<file path="config.mk">
export PLATFORM = sky130hd
export DESIGN_NAME = uart_tx_flat
export DESIGN_NICKNAME = d
export VERILOG_FILES = /design/src/rtl/uart_tx_if.sv /design/src/rtl/uart_tx.sv /design/src/flat_wrapper.sv
export SDC_FILE = /design/constraint.sdc
export NUM_CORES = 1
export LEC_CHECK = 0
export ABC_CLOCK_PERIOD_IN_PS = 2400
export CORE_UTILIZATION = 45
export DETAILED_ROUTE_END_ITERATION = 6
export HOLD_SLACK_MARGIN = 0.05
export MAX_ROUTING_LAYER = met4
export PLACE_DENSITY_LB_ADDON = 0.08
export SKIP_LAST_GASP = 1
export SLEW_MARGIN = 10
export SYNTH_ARGS = -nofsm -noshare
export SYNTH_HDL_FRONTEND = slang
export SYNTH_SLANG_ARGS = --single-unit
export TNS_END_PERCENT = 100
</file>
<file path="constraint.sdc">
create_clock -name clk -period 2.4 [get_ports clk]
set_input_delay 0.72 -clock clk [delete_from_list [all_inputs] [get_ports clk]]
set_output_delay 0.72 -clock clk [all_outputs]
set_load 0.1 [all_outputs]
</file>
<file path="src/rtl/uart_tx_if.sv">
// uart_tx_if: byte-side handshake between a byte source (FIFO/bus) and the UART transmitter.
//   uart_data     byte to transmit
//   uart_data_wr  one-cycle write strobe
//   uart_tx_rdy   holding register empty; a write in this cycle is accepted
//   uart_tx_busy  frame in progress or holding register full
//   uart_tx_ovf   one-cycle pulse after a write that arrived while not ready
// master = byte source, slave = transmitter.
interface uart_tx_if;
  logic [7:0] uart_data;
  logic       uart_data_wr;
  logic       uart_tx_rdy;
  logic       uart_tx_busy;
  logic       uart_tx_ovf;

  modport master (
    output uart_data,
    output uart_data_wr,
    input  uart_tx_rdy,
    input  uart_tx_busy,
    input  uart_tx_ovf
  );

  modport slave (
    input  uart_data,
    input  uart_data_wr,
    output uart_tx_rdy,
    output uart_tx_busy,
    output uart_tx_ovf
  );
endinterface

</file>
<file path="src/rtl/uart_tx.sv">
// uart_tx: 8N1, LSB-first UART transmitter for the MIDI OUT ports.
// Bit timing counts pulses of an oversampled clock enable, so every line level
// lasts exactly OVERSAMPLE clk_en pulses regardless of how they are spaced.
// A one-byte holding register sits in front of the shift register so the next
// byte can be queued while the current one shifts; a queued byte follows the
// stop bit directly, with no idle bit in between.
// Ports:
//   clk       system clock, rising edge
//   reset     asynchronous, active-high; line returns high at once
//   clk_en    one-cycle oversample enable (OVERSAMPLE pulses per bit)
//   bus       uart_tx_if.slave byte handshake (data, wr, rdy, busy, ovf)
//   uart_out  serial line, registered, idle high
module uart_tx #(
  parameter int OVERSAMPLE = 8  // clk_en pulses per bit, 2..16
) (
  input  logic       clk,
  input  logic       reset,
  input  logic       clk_en,
  uart_tx_if.slave   bus,
  output logic       uart_out
);

  localparam int            SW     = (OVERSAMPLE > 2) ? $clog2(OVERSAMPLE) : 1;
  localparam logic [SW-1:0] S_LAST = SW'(OVERSAMPLE - 1);

  typedef enum logic [1:0] {IDLE, START, DATA, STOP} state_t;

  state_t        state, state_n;
  logic [SW-1:0] s, s_n;
  logic [2:0]    b, b_n;
  logic [7:0]    hold;
  logic [7:0]    shift, shift_n;
  logic          hold_full;
  logic          ovf;
  logic          accept;
  logic          load;
  logic          bit_end;
  logic          out_n;

  // A write is only taken into an empty holding register; a transfer to the
  // shifter only happens from a full one, so the two never coincide.
  assign accept           = bus.uart_data_wr & ~hold_full;
  assign bus.uart_tx_rdy  = ~hold_full;
  assign bus.uart_tx_busy = (state != IDLE) | hold_full;
  assign bus.uart_tx_ovf  = ovf;

  assign bit_end = clk_en & (s == S_LAST);

  always_comb begin
    state_n = state;
    s_n     = s;
    b_n     = b;
    load    = 1'b0;
    shift_n = shift;
    out_n   = 1'b1;

    if (clk_en) begin
      unique case (state)
        IDLE: begin
          if (hold_full) begin
            load    = 1'b1;
            s_n     = '0;
            state_n = START;
          end
        end
        START: begin
          if (bit_end) begin
            s_n     = '0;
            b_n     = 3'd0;
            state_n = DATA;
          end else begin
            s_n = s + SW'(1);
          end
        end
        DATA: begin
          if (bit_end) begin
            s_n = '0;
            if (b == 3'd7) state_n = STOP;
            else           b_n     = b + 3'd1;
          end else begin
            s_n = s + SW'(1);
          end
        end
        STOP: begin
          if (bit_end) begin
            s_n = '0;
            // Queued byte: its start bit begins on this same pulse.
            if (hold_full) begin
              load    = 1'b1;
              state_n = START;
            end else begin
              state_n = IDLE;
            end
          end else begin
            s_n = s + SW'(1);
          end
        end
        default: state_n = IDLE;
      endcase
    end

    if (load) shift_n = hold;

    // The line register takes the level of the state being entered, so each
    // level changes exactly on the pulse that starts its bit.
    unique case (state_n)
      START:   out_n = 1'b0;
      DATA:    out_n = shift_n[b_n];
      default: out_n = 1'b1;
    endcase
  end

  // Control registers
  always_ff @(posedge clk or posedge reset) begin
    if (reset) begin
      state     <= IDLE;
      s         <= '0;
      b         <= 3'd0;
      hold_full <= 1'b0;
      ovf       <= 1'b0;
      uart_out  <= 1'b1;
    end else begin
      state    <= state_n;
      s        <= s_n;
      b        <= b_n;
      ovf      <= bus.uart_data_wr & hold_full;
      uart_out <= out_n;
      if (accept)    hold_full <= 1'b1;
      else if (load) hold_full <= 1'b0;
    end
  end

  // Data registers; their contents are only used while the matching control
  // flags say they are valid, so they need no reset.
  always_ff @(posedge clk) begin
    if (accept) hold <= bus.uart_data;
    shift <= shift_n;
  end

endmodule

</file>
<file path="src/flat_wrapper.sv">
// flat-port wrapper written by rule: the top's interface ports become plain ports
module uart_tx_flat 
#(
  parameter int OVERSAMPLE = 8                                 
)
  (clk, reset, clk_en, uart_out, bus_uart_data, bus_uart_data_wr, bus_uart_tx_rdy, bus_uart_tx_busy, bus_uart_tx_ovf);
  uart_tx_if bus_i ();
  input  logic clk;
  input  logic reset;
  input  logic clk_en;
  output logic uart_out;
  input wire logic [$bits(bus_i.uart_data)-1:0] bus_uart_data;
  input wire logic [$bits(bus_i.uart_data_wr)-1:0] bus_uart_data_wr;
  output wire logic [$bits(bus_i.uart_tx_rdy)-1:0] bus_uart_tx_rdy;
  output wire logic [$bits(bus_i.uart_tx_busy)-1:0] bus_uart_tx_busy;
  output wire logic [$bits(bus_i.uart_tx_ovf)-1:0] bus_uart_tx_ovf;
  assign bus_i.uart_data = bus_uart_data;
  assign bus_i.uart_data_wr = bus_uart_data_wr;
  assign bus_uart_tx_rdy = bus_i.uart_tx_rdy;
  assign bus_uart_tx_busy = bus_i.uart_tx_busy;
  assign bus_uart_tx_ovf = bus_i.uart_tx_ovf;
  uart_tx #(.OVERSAMPLE(OVERSAMPLE)) u_core (.clk(clk), .reset(reset), .clk_en(clk_en), .bus(bus_i), .uart_out(uart_out));
endmodule
</file>
# Yosys cells after proc, flatten, opt, wreduce, memory -nomap -nowiden
# Index checks and enable logic that the tools add are counted.
[word_totals] register_bits=27 inputBits=12 word_cells=55
[classes] n_addsub=2 order_cmp=1 n_eq_ne=8 muxes=26 n_bitwise=5 n_reduce_logical=5
[ops] operator="$mux W3" count=6
[ops] operator="$mux W2" count=6
[ops] operator="$pmux W3 S2" count=2
[ops] operator="$mux W8" count=1
[ops] operator="$pmux W2 S4" count=1
[ops] operator="$mux W1" count=7
[ops] operator="$add A3 B1 Y3 const B" count=2
[ops] operator="$eq A2 B2 Y1 const B" count=3
[ops] operator="$eq A3 B3 Y1 const B" count=2
[ops] operator="$eq A2 B1 Y1 const B" count=2
[ops] operator="$lt A3 B4 Y1 const B" count=1
[ops] operator="$pmux W1 S2" count=2
[ops] operator="$reduce_bool A2 Y1" count=2
[ops] operator="$and A1 B1 Y1" count=3
[ops] operator="$bmux W1 S3" count=1
[ops] operator="$reduce_or A3 Y1" count=1
[ops] operator="$logic_not A2 Y1" count=1
[ops] operator="$ne A2 B1 Y1 const B" count=1
[ops] operator="$reduce_and A2 Y1" count=1
[ops] operator="$not A1 Y1" count=1
[ops] operator="$or A1 B1 Y1" count=1

# Logic depth before layout (Yosys ltp)
[logic_depth] depth_word=9 mapped_depth=10 ltp_nobuf=9

# Least setup slack after synthesis
# Ideal clock, no wire load.
[synth_path] path_kind="flip-flop to flip-flop" start="reg u_core.hold_full" end="reg u_core.s[0]" setup_time_ns=0.118 arrival_time_ns=2.450 slack_ns=-0.168 stages_incl_launch_ff=6 n_path_buf=0 path_cell_list="dfrtp_1 > inv_1 > nand2_1 > nand2_1 > nor4_1 > a21o_1"
[synth_between] elab_chain_cells=2
[synth_rtl] element="start, declared" line_no="uart_tx.sv:33" rtl="logic hold_full;"
[synth_rtl] element="start signal, assigned" line_no="uart_tx.sv:119" rtl="hold_full <= 1'b0;"
[synth_rtl] element="start signal, assigned" line_no="uart_tx.sv:128" rtl="if (accept) hold_full <= 1'b1;"
[synth_rtl] element="start signal, assigned" line_no="uart_tx.sv:129" rtl="else if (load) hold_full <= 1'b0;"
[synth_rtl] element="$ne A2 B1 Y1 (no line)"
[synth_rtl] element="$reduce_and A2 Y1 (no line)"
[synth_rtl] element="end signal, assigned" line_no="uart_tx.sv:124" rtl="s <= s_n;"
[synth_rtl] element="end, declared" line_no="uart_tx.sv:29" rtl="logic [SW-1:0] s, s_n;"
# Every way passes these cells.
# A chain may end at the register's enable or synchronous reset.

# Worst setup path in the final report
[layout_path] start="reg u_core.state[0]" end="reg u_core.uart_out"
[layout_between] elab_chain_cells=7 word_cells_on_any_way=21 cone_classes="eq/ne: 5; mux: 15; reduce/logical: 1"
[layout_rtl] element="start, declared" line_no="uart_tx.sv:28" rtl="state_t state, state_n;"
[layout_rtl] element="start signal, assigned" line_no="uart_tx.sv:123" rtl="state <= state_n;"
[layout_rtl] element="$eq A2 B2 Y1 or $logic_not A2 Y1 (tied branches)" line_no="uart_tx.sv:58" rtl="unique case (state)"
[layout_rtl] element="$pmux W1 S2" line_no="uart_tx.sv:58"
[layout_rtl] element="$mux W1" line_no="uart_tx.sv:57" rtl="if (clk_en) begin"
[layout_rtl] element="$mux W8" line_no="uart_tx.sv:102" rtl="if (load) shift_n = hold;"
[layout_rtl] element="$bmux W1 S3" line_no="uart_tx.sv:108" rtl="DATA: out_n = shift_n[b_n];"
[layout_rtl] element="$mux W1 (implied by the code)" line_no="uart_tx.sv:108"
[layout_rtl] element="$pmux W1 S2 (*)" line_no="uart_tx.sv:106" rtl="unique case (state_n)"
[layout_rtl] element="via u_core.out_n" line_no="uart_tx.sv:38" rtl="logic out_n;"
[layout_rtl] element="end signal, assigned" line_no="uart_tx.sv:127" rtl="uart_out <= out_n;"
[layout_rtl] element="end, declared" line_no="uart_tx.sv:20" rtl="output logic uart_out"
# The timed path passes the listed nets; every way through them passes the cells marked *. The select of a mux whose other input is x is not followed.

==> flow_summary.toml <==
[synthesis]
ys_top_cells_by_area = "dfrtp_1, edfxtp_1, dfxtp_1"
syn_nets = 130
syn-instance-count = 110
netlist_area_um2 = 1320
async_flop_share_pct = 40.74
yosys.area.top_type = "dfrtp_1"
ys_ff_latch = 27
synth_enable_flop_cells = 8
ys_seq_area_share_pct = 51.28
yosys_warnings = 0
yosysTopAreaCellShare_pct = 18.96
ys_types = 38
synthFlopType = "dfrtp_1"
avgSynthCellArea_um2 = 12.00

[sta]
fin_skew_ps = 1.644
slew_violations = 0
finalSetupTns_ps = 0
tightest_slew_ps = 398.3
rsz0062_at_grt = "false"
slew_headroom_pct = 73.42
hold_violations = 0
setup_violations = 0
fmax_mhz = 450.9
period_needed_ps = 2218
fin_crit_sh_pct = 92.40

[global_routing]
grt_pass1_vias = 981
grt_usage_pct = 16.50
grt_max_degree = 15
grt_overflow = 0
antenna_found_initial = 0
grt_pass1_wl_mm = 4.050

[setup_path]
path_buf_inv = 2
timing_worst_setup_path_type = "reg2reg"
critPathCaptureType = "flip-flop"
critical-path-top-delay-family = "compound AO/OA/AOI/OAI gates"
reg2reg_depth = 8
crit_fanout = 5
cp.required_ps = 2650
startpoint_type = "flip-flop"
reg2reg_from = "u_core.state[0]$_DFF_PP0_"
crit_chain = "inv_1 -> ha_2 -> o211ai_1 -> a211oi_4 -> buf_4 -> mux2_2 -> a2bb2oi_1 -> a32oi_1"
max_stage_delay_ps = 410
arrival_ps = 2470
r2r_slack_ps = 180
rr_endpoint = "u_core.uart_out$_DFF_PP1_"
slowest_stage = "dfrtp_1"

[cts]
clk_latency_ps = 310
clkSlewWorstSetupHoldPaths_ps = 130
cts_tree = "yes"
cts_sinks = 27
cts_buffers = 3
cts_root_buf = "clkbuf_4"
clock_tree.buffer_depth = 2
htreeDepth = 1

[drt]
first_iter_violations = 27
drc = 0
wl_mm = 2.292
vias_per_cell = 5.141
firstDrtPassIters = 5
wl_per_cell_um = 12.95
ant_nets = 0
routed-via-count = 910

[hold_path]
min_path_type = "reg2reg"
hold-path-cell-count = 1
hold_path_end = "u_core.shift[2]$_DFF_P_"
hold_start = "u_core.shift[2]$_DFF_P_"

[power_and_ir_drop]
irDropWorstVdd_v = 0.0009208
p_per_area_nw_per_um2 = 1014
p_leak_nw = 0.7642

[floorplanning]
rows = 19
core_um2 = 2758
io_pins = 16
fp.dieW_um = 56.16
start_util_pct = 47.87
die_h_um = 56.16
die_area_um2 = 3154

[placement]
dp_hpwl_mm = 1.837
place_inst = 169
io_buffers = 15
gp_congestion = 0.8044
placed_cell_area_um2 = 1617

[cells_and_area]
mostFrequentLayoutCell = "buf_4"
nNetsFinal = 167
final_area_um2 = 1690
final_layout_size_suffix_gt1_share_pct = 33.56
antenna_cells = 0
layout.cells.non_filler = 177
final_cell_mix = "buf_4, mux2_2, clkdlybuf4s50_1, dfrtp_1"
synthToLayoutAreaGrowth_pct = 28.06

[flow_run]
drv_cap = 0

[outcome]
outcome = "complete, no violations"
==> worst max path at each step <==
| stage | startpoint | end | slack, ps | cells past startpoint |
|---|---|---|---|---|
| floorplan | u_core.hold_full$_DFFE_PP0P_ | bus_uart_tx_busy | 70 | 2 |
| global placement | clk_en | u_core.uart_out$_DFF_PP1_ | -440 | 7 |
| detailed placement | clk_en | u_core.uart_out$_DFF_PP1_ | -500 | 8 |
| CTS | u_core.s[0]$_DFFE_PP0P_ | u_core.uart_out$_DFF_PP1_ | 70 | 9 |
| global route | u_core.state[0]$_DFF_PP0_ | u_core.uart_out$_DFF_PP1_ | 9 | 8 |
| finish | u_core.state[0]$_DFF_PP0_ | u_core.uart_out$_DFF_PP1_ | 180 | 8 |
==> area by class of cell <==
type | instances | area, µm²
fill | 236 | 1067
multi-input combinational | 72 | 606.8
timing repair buffer | 34 | 306.5
clock buffer | 4 | 26.28
tap | 31 | 38.79
sequential | 27 | 678.2
inverter | 9 | 33.78
==> cell families after synthesis <==
kind of cell / synth area share [%]
adders and majority gates: 7.583
AOI/OAI and AO/OA: 15.45
DFF: 51.28
buffers and inverters: 4.265
and+or+nand+nor: 11.37
muxes: 10.05
==> repair_timing <==
item | in CTS | in global routing
gates resized for setup | 2 | 7
pin swaps | 0 | 1
setup buffers | 0 | 4
hold buffers | 0 | 0
endpoints found under the setup margin | 1 | 1
==> through the flow <==
stage	util (%)	hold slack [ps]	setup WS, ps	power (mW)
after floorplan	-	446.5	70.41	1.224
after global placement	58.62	460.4	-437.1	1.481
after detailed placement	58.62	464.3	-496.7	1.503
after CTS	59.62	495.4	68.16	1.685
after global routing	61.30	510.2	8.872	1.821
final	61.30	490.9	182.4	1.714
==> cells in the mapped netlist (all sizes together) (3+ instances only) <==
cell type and n:
dfrtp 10, mux2 10, nand2 10, dfxtp 8, edfxtp 8, ha 8, inv 8, nor2 5
o21ai 5, a21oi 4, nor3 3
==> routing by layer <==
metal	up-vias	wire length (µm)	global-route usage, %
met4	0	14	3.833
met2	19	1159	29.08
li1	466	-	-
met3	4	69	1.628
met1	421	1048	20.52
met5	-	0	-
==> where the power goes <==
group | switching [mW] | internal [mW] | total (mW)
logic | 0.479 | 0.383 | 0.862
registers | 0.0500 | 0.616 | 0.666
clock network | 0.121 | 0.0649 | 0.186
==> sequential cells by signal, summed over array words and instances, names as in the netlist <==
register	flops
u_core.uart_out	1
u_core.bus.uart_tx_ovf	1
u_core.b	3
u_core.shift	8
u_core.hold	8
u_core.hold_full	1
u_core.state	2
u_core.s	3
==> worst register-to-register path: cells and delay by family (launching register included) <==
| kind | cells | cell delay [ps] |
|---|---|---|
| AO/OA/AOI/OAI | 4 | 770 |
| flip-flops | 1 | 410 |
| adder cells (fa/ha/maj) | 1 | 390 |
| multiplexers | 1 | 330 |
| buffers and inverters | 2 | 260 |
No activity file was read; power rests on OpenSTA's default activity.
